[src/rtl/lcd_ctrl.sv]
`default_nettype none
// ============================================================================
// Module      : lcd_ctrl
// Description : HD44780-compatible character-LCD controller. It consumes the
//               LSU io_lcd word and drives the LCD pins with setup, enable
//               pulse, hold and execution timing. After reset it waits for
//               power-up, runs a fixed four-command init sequence, then
//               executes one software command per toggle of io_lcd_i[30].
//
// Ports       : clk_i        in   system clock (rising edge)
//               rst_i        in   asynchronous active-high reset
//               io_lcd_i     in   [31] ON, [30] toggle, [9] RS, [7:0] DATA
//               lcd_busy_o   out  high in every state except IDLE
//               init_done_o  out  sticky flag, set when init completes
//               lcd_on_o     out  registered copy of io_lcd_i[31]
//               lcd_en_o     out  LCD enable strobe (registered)
//               lcd_rs_o     out  LCD register select
//               lcd_rw_o     out  LCD read/write, tied low (write only)
//               lcd_data_o   out  LCD data bus
//
// Revision    : 1.0  initial release
// ============================================================================
module lcd_ctrl #(
    parameter int unsigned T_POWERUP   = 2_000_000,
    parameter int unsigned T_SETUP     = 2,
    parameter int unsigned T_PULSE     = 12,
    parameter int unsigned T_HOLD      = 2,
    parameter int unsigned T_EXEC      = 2_000,
    parameter int unsigned T_EXEC_LONG = 82_000
) (
    input  logic        clk_i,
    input  logic        rst_i,
    input  logic [31:0] io_lcd_i,
    output logic        lcd_busy_o,
    output logic        init_done_o,
    output logic        lcd_on_o,
    output logic        lcd_en_o,
    output logic        lcd_rs_o,
    output logic        lcd_rw_o,
    output logic [7:0]  lcd_data_o
);

    // Counter is sized for the largest timing parameter plus one bit.
    localparam int unsigned C_MAX_A = (T_POWERUP > T_EXEC_LONG) ? T_POWERUP : T_EXEC_LONG;
    localparam int unsigned C_MAX_B = (T_EXEC > T_PULSE) ? T_EXEC : T_PULSE;
    localparam int unsigned C_MAX_C = (T_SETUP > T_HOLD) ? T_SETUP : T_HOLD;
    localparam int unsigned C_MAX_D = (C_MAX_A > C_MAX_B) ? C_MAX_A : C_MAX_B;
    localparam int unsigned C_MAX_T = (C_MAX_D > C_MAX_C) ? C_MAX_D : C_MAX_C;
    localparam int unsigned C_CW    = $clog2(C_MAX_T) + 1;

    typedef logic [C_CW-1:0] cnt_t;

    typedef enum logic [2:0] {
        S_POWERUP = 3'd0,
        S_IDLE    = 3'd1,
        S_SETUP   = 3'd2,
        S_PULSE   = 3'd3,
        S_HOLD    = 3'd4,
        S_EXEC    = 3'd5
    } state_t;

    state_t      state_q, state_d;
    cnt_t        cnt_q,   cnt_d;
    logic        en_q,    en_d;
    logic        rs_q,    rs_d;
    logic [7:0]  data_q,  data_d;
    logic        busy_q,  busy_d;
    logic        done_q,  done_d;
    logic        on_q,    on_d;
    logic        tog_q,   tog_d;
    logic [1:0]  idx_q,   idx_d;

    logic        w_last;
    logic        w_unused_io;

    // Only ON, toggle, RS and DATA are meaningful in the LSU word.
    assign w_unused_io = ^{io_lcd_i[29:10], io_lcd_i[8]};

    function automatic logic [7:0] init_cmd(input logic [1:0] idx);
        logic [7:0] cmd;
        case (idx)
            2'd0:    cmd = 8'h38;   // 8-bit bus, 2 lines, 5x8 font
            2'd1:    cmd = 8'h0C;   // display on, cursor off
            2'd2:    cmd = 8'h01;   // clear display
            default: cmd = 8'h06;   // entry mode: increment, no shift
        endcase
        return cmd;
    endfunction

    // Clear (01) and return-home (02/03) need the long execution wait.
    function automatic cnt_t exec_time(input logic rs, input logic [7:0] data);
        cnt_t t;
        if (!rs && (data == 8'h01 || data == 8'h02 || data == 8'h03)) begin
            t = cnt_t'(T_EXEC_LONG);
        end else begin
            t = cnt_t'(T_EXEC);
        end
        return t;
    endfunction

    // A state loaded with N stays for exactly N cycles: it leaves on the
    // edge where the counter reads 1.
    assign w_last = (cnt_q == cnt_t'(1));

    always_comb begin
        state_d = state_q;
        cnt_d   = cnt_q - cnt_t'(1);
        en_d    = en_q;
        rs_d    = rs_q;
        data_d  = data_q;
        busy_d  = busy_q;
        done_d  = done_q;
        on_d    = io_lcd_i[31];
        tog_d   = tog_q;
        idx_d   = idx_q;

        case (state_q)
            S_POWERUP: begin
                if (w_last) begin
                    state_d = S_SETUP;
                    cnt_d   = cnt_t'(T_SETUP);
                    rs_d    = 1'b0;
                    data_d  = init_cmd(2'd0);
                end
            end

            S_IDLE: begin
                cnt_d = cnt_q;
                // A toggle mismatch left over from a busy period is taken
                // here too, with whatever word is present this cycle.
                if (io_lcd_i[30] != tog_q) begin
                    tog_d   = io_lcd_i[30];
                    rs_d    = io_lcd_i[9];
                    data_d  = io_lcd_i[7:0];
                    state_d = S_SETUP;
                    cnt_d   = cnt_t'(T_SETUP);
                    busy_d  = 1'b1;
                end
            end

            S_SETUP: begin
                if (w_last) begin
                    state_d = S_PULSE;
                    cnt_d   = cnt_t'(T_PULSE);
                    en_d    = 1'b1;
                end
            end

            S_PULSE: begin
                if (w_last) begin
                    state_d = S_HOLD;
                    cnt_d   = cnt_t'(T_HOLD);
                    en_d    = 1'b0;
                end
            end

            S_HOLD: begin
                if (w_last) begin
                    state_d = S_EXEC;
                    cnt_d   = exec_time(rs_q, data_q);
                end
            end

            S_EXEC: begin
                if (w_last) begin
                    if (!done_q && idx_q != 2'd3) begin
                        idx_d   = idx_q + 2'd1;
                        rs_d    = 1'b0;
                        data_d  = init_cmd(idx_q + 2'd1);
                        state_d = S_SETUP;
                        cnt_d   = cnt_t'(T_SETUP);
                    end else begin
                        done_d  = 1'b1;
                        state_d = S_IDLE;
                        busy_d  = 1'b0;
                    end
                end
            end

            default: begin
                state_d = S_POWERUP;
                cnt_d   = cnt_t'(T_POWERUP);
                en_d    = 1'b0;
                busy_d  = 1'b1;
            end
        endcase
    end

    always_ff @(posedge clk_i or posedge rst_i) begin
        if (rst_i) begin
            state_q <= S_POWERUP;
            cnt_q   <= cnt_t'(T_POWERUP);
            en_q    <= 1'b0;
            rs_q    <= 1'b0;
            data_q  <= 8'h00;
            busy_q  <= 1'b1;
            done_q  <= 1'b0;
            on_q    <= 1'b0;
            tog_q   <= 1'b0;
            idx_q   <= 2'd0;
        end else begin
            state_q <= state_d;
            cnt_q   <= cnt_d;
            en_q    <= en_d;
            rs_q    <= rs_d;
            data_q  <= data_d;
            busy_q  <= busy_d;
            done_q  <= done_d;
            on_q    <= on_d;
            tog_q   <= tog_d;
            idx_q   <= idx_d;
        end
    end

    assign lcd_busy_o  = busy_q;
    assign init_done_o = done_q;
    assign lcd_on_o    = on_q;
    assign lcd_en_o    = en_q;
    assign lcd_rs_o    = rs_q;
    assign lcd_rw_o    = 1'b0;
    assign lcd_data_o  = data_q;

endmodule
`default_nettype wire

[config.mk]
export PLATFORM = sky130hd
export DESIGN_NAME = lcd_ctrl
export DESIGN_NICKNAME = d
export VERILOG_FILES = /design/src/rtl/lcd_ctrl.sv
export SDC_FILE = /design/constraint.sdc
export NUM_CORES = 1
export LEC_CHECK = 0
export BUFFER_PORTS_ARGS = -buffer_cell sky130_fd_sc_hd__buf_2
export CORE_UTILIZATION = 50
export DETAILED_ROUTE_END_ITERATION = 12
export PLACE_DENSITY = 0.77
export SETUP_SLACK_MARGIN = 0.1
export SYNTH_ARGS = -nofsm -noshare
export SYNTH_HDL_FRONTEND = slang
export SYNTH_SLANG_ARGS = --single-unit
[constraint.sdc]
create_clock -name clk_i -period 3.6 [get_ports clk_i]
set_input_delay 0.18 -clock clk_i [delete_from_list [all_inputs] [get_ports clk_i]]
set_output_delay 0.18 -clock clk_i [all_outputs]
set_load 0.01 [all_outputs]
==> summary.md <==
| Metric | Value |
|---|---|
| Crit path time final | 2.75 ns |
| Number of enable-type register cells in the synthesized netlist | 0 |
| Count of fill cells added during filler insertion | 458 |
| Pwr/cell area | 278 nW/um2 |
| Final core utilization | 58.7% |
| Finished Layout Cells | 381 |
| Fraction of power consumed by combinational cells | 3.0% |
| Vias per inst | 6.08 |
| Number of remaining DRC errors | 0 |
| Number of buffers added to fix hold violations after cts | 1 |
| Post-Route Setup TNS | 0 ns |
| Global-route wire length before repair | 10.4 mm |
| Cell total after placement | 372 |
| Setup-failing EPs final | 0 |
| Nature of the critical path endpoint | flop |
| Number of antenna repair diodes | 0 |
| Psw | 0.186 mW |
| Worst-case clock buffer depth | 2 |
| RSZ-0062 raised after global routing | no |
| Post-synth ARST share | 100% |
| Result of the run | finished with violations |
| Pin count of the biggest net entering global routing | 42 |
| Share of the yosys chip area belonging to registers | 40.1% |
| Horizontal extent of the die | 73.9 um |
| CTS buffer count | 5 |
| Worst-Margin Slew | 0.779 ns |
| Met3 wirelength from detailed routing | 249 um |
| Die area | 5450 um2 |
| Count of antenna-violating nets left after detailed routing | 0 |
| Clock latency of the later-clocked register in the worst-skew pair | 0.30 ns |
| CP required | 3.79 ns |
| Max-slew violation count | 0 |
| Largest driver fanout on the critical path | 9 |
| Ratio of cells with drive above 1 in the final layout | 19.7% |
| Max VDD drop | 0.218 mV |
| Post-synth net total | 331 |
| GRT overflow | 0 |
| Category of the most critical setup path | reg2reg |
| Detailed Place HPWL | 4.22 mm |
| CTS tree | done |
| Number of search-and-repair iterations in the first detailed-routing pass | 4 |
| Worst setup skew after layout | 0.00552 ns |
| Leading cell types by total area after synthesis | sky130_fd_sc_hd__dfrtp_1, sky130_fd_sc_hd__dfstp_2, sky130_fd_sc_hd__o21ai_0 |
| Peak clock frequency supported by timing | 0.363 GHz |
| Tightest hold margin | -0.0199 ns |
| Max-slew headroom | 47.6% |
| Library cells used by synthesis | 59 |
| Gr usage total | 24.9% |
| Clock share of power | 38.5% |
| M1 wire length | 2.78 mm |
| Number of maximum-capacitance constraint violations | 0 |
| Worst slack, placed | 0.864 ns |
| Post-CTS clock slew at the launch and capture registers of the worst setup and hold paths | 0.08 ns |
| CTS Root Buffer Type | sky130_fd_sc_hd__clkbuf_8 |
| CP arrival | 2.94 ns |
| Deepest level of the CTS H-tree | 2 |
| Post-layout net count | 353 |
| Leakage power total | 1.14 nW |
| Violated checks | hold timing |
| Slack of the critical path | 0.848 ns |
| # port buffers | 25 |
| Standard-cell row count | 25 |
| Final period utilization | 76.4% |
| Tightest Hold Check Type | in2async |
| CTS sink count | 41 |
| Die boundary height | 73.9 um |
| Area share of the largest cell type after synthesis | 32.0% |
| Placed Instance Area | 2750 um2 |
| WL per Instance | 15.7 um |
| Cell count after synthesis | 291 |
| Routed wire length on met2 | 2.91 mm |
| Violation count after the first detailed-route iteration | 183 |
| Number of gates resized after cts | 0 |
| Avg Synthesized Cell Area | 8.87 um2 |
| Wire length after detailed routing | 6.00 mm |
| Antenna violations before repair | 0 |
| Core footprint | 4850 um2 |
| IO Pins | 48 |
| Total power draw | 0.792 mW |
| Startpoint type of the worst setup path | flop |
| Top metal layer carrying routed signals | met4 |
| Post-CTS setup-driven buffer insertion count | 0 |
| Largest area contributor in the synthesized netlist | sky130_fd_sc_hd__dfrtp_1 |
| Placer congestion estimate | 0.859 |
| Count of final hold-check violations | 15 |
| Warning count from the yosys run | 0 |
| Net switching fraction of the power | 23.5% |
| Netlist area before placement | 2580 um2 |
| Number of global-route vias before repair | 2191 |
| Starting utilization of the core area | 53.2% |
| Synth-to-layout area growth | 10.2% |
| Primary flip-flop cell chosen by synthesis mapping | sky130_fd_sc_hd__dfrtp_1 |
| Via count of the routed design | 2316 |
| Finished Cell Area | 2850 um2 |
| Sequential share of power | 58.5% |
| Flops & latches, synth | 41 |
| Cell-internal power | 0.605 mW |
==> logic make-up (layout without fill, tap and decap cells) <==
group,after synthesis,in the layout,share of synthesized area [%]
AO/OA/AOI/OAI,80,80,21.5
buffers and inverters,28,51,4.36
flip-flops,41,41,40.1
adder cells (fa/ha/maj),7,7,3.30
other,1,1,0.145
AND/OR/NAND/NOR,121,121,25.4
multiplexers,9,9,3.78
XOR/XNOR,4,4,1.36
==> cells in the mapped netlist (all sizes together) (3+ instances only) <==
master	count
o211ai	6
o21ai	22
dfrtp	33
a21o	4
ha	6
or4	3
or2	3
nand2	27
clkbuf	9
nand3	15
buf	4
nand4	5
nor4	11
nor3	13
mux2	6
a31oi	5
inv	15
dfstp	8
nand2b	6
mux2i	3
nor2b	3
nor2	24
or3	4
a21oi	19
==> final cells by class <==
type / instances / area [um2] / area share (%)
Clock buffer: 5 / 68.8 / 2.42
Clock inverter: 3 / 17.5 / 0.616
Inverter: 15 / 56.3 / 1.98
Multi-Input combinational cell: 222 / 1430 / 50.4
Sequential cell: 41 / 1040 / 36.4
Tap cell: 67 / 83.8 / 2.95
Timing Repair Buffer: 28 / 150 / 5.28
==> worst max-delay path: stages, from the launching register on <==
cell                        delay (ns)
sky130_fd_sc_hd__dfrtp_1          0.40
sky130_fd_sc_hd__inv_1            0.08
sky130_fd_sc_hd__ha_1             0.19
sky130_fd_sc_hd__or4b_1           0.48
sky130_fd_sc_hd__or3_4            0.40
sky130_fd_sc_hd__o31ai_4          0.23
sky130_fd_sc_hd__a2bb2oi_2        0.12
sky130_fd_sc_hd__nor3_4           0.35
sky130_fd_sc_hd__mux2_2           0.39
==> path summary, 6_finish.rpt <==
kind / from / to / slack, ns / cells after the start
setup / recovery: cnt_q[1] / lcd_data_o[0] / 0.85 / 8
hold / removal: rst_i / idx_q[0] / -0.02 / 3
setup reg to reg: cnt_q[1] / lcd_data_o[0] / 0.85 / 8
hold reg to reg: tog_q / tog_q / 0.50 / 2
max in group asynchronous: rst_i / lcd_busy_o / 3.22 / 3
min in group clk_i: io_lcd_i[7] / lcd_data_o[7] / 0.10 / 3
==> sequential cells by signal (all words and copies together) (netlist names) <==
name / cells
cnt_q: 22
lcd_data_o: 8
state_q: 3
idx_q: 2
init_done_o: 1
lcd_busy_o: 1
lcd_en_o: 1
lcd_on_o: 1
lcd_rs_o: 1
tog_q: 1
==> power by group through the flow <==
stage | Combinational, mW | Sequential [mW] | Clock, mW
floorplan | 0.0111 | 0.473 | 0
global placement | 0.0231 | 0.472 | 0
detailed placement | 0.0233 | 0.472 | 0
CTS | 0.0242 | 0.463 | 0.311
global route | 0.0272 | 0.464 | 0.323
finish | 0.0234 | 0.463 | 0.305
==> metal layers <==
layer | track usage (%) | vias up
met1 | 32.9 | 1129
li1 | - | 1113
met3 | 3.84 | 8
met2 | 41.8 | 66
met4 | 7.91 | 0
met5 | 0 | -
==> cell usage in the layout (no fill, tap or decap), types with 2 or more instances in the layout <==
master	synthesis	final
sky130_fd_sc_hd__nand2b_1	6	6
sky130_fd_sc_hd__buf_2	3	25
sky130_fd_sc_hd__nor4_1	9	9
sky130_fd_sc_hd__a41oi_1	2	2
sky130_fd_sc_hd__mux2i_1	3	3
sky130_fd_sc_hd__xnor2_1	2	2
sky130_fd_sc_hd__nor2_1	23	23
sky130_fd_sc_hd__o22ai_1	2	2
sky130_fd_sc_hd__ha_1	6	6
sky130_fd_sc_hd__buf_4	1	2
sky130_fd_sc_hd__o21ai_0	22	22
sky130_fd_sc_hd__nand3_1	15	15
sky130_fd_sc_hd__dfstp_2	8	8
sky130_fd_sc_hd__nor3b_1	2	2
sky130_fd_sc_hd__or2_2	3	3
sky130_fd_sc_hd__a21o_1	4	4
sky130_fd_sc_hd__a31oi_1	5	5
sky130_fd_sc_hd__nor3_1	11	11
sky130_fd_sc_hd__nor2b_1	3	3
sky130_fd_sc_hd__a21oi_1	19	19
sky130_fd_sc_hd__xor2_1	2	2
sky130_fd_sc_hd__or3_1	3	3
sky130_fd_sc_hd__nand2_1	27	27
sky130_fd_sc_hd__o2bb2ai_1	2	2
sky130_fd_sc_hd__a22oi_1	2	2
sky130_fd_sc_hd__nand4_1	5	5
sky130_fd_sc_hd__mux2_2	6	6
sky130_fd_sc_hd__dfrtp_1	33	33
sky130_fd_sc_hd__inv_1	15	15
sky130_fd_sc_hd__a22o_1	2	2
sky130_fd_sc_hd__clkbuf_8	0	5
sky130_fd_sc_hd__o211ai_1	6	6
sky130_fd_sc_hd__or4_1	3	3
sky130_fd_sc_hd__clkinv_2	0	2
sky130_fd_sc_hd__o21bai_1	2	2
Power figures use the tool's default switching activity.
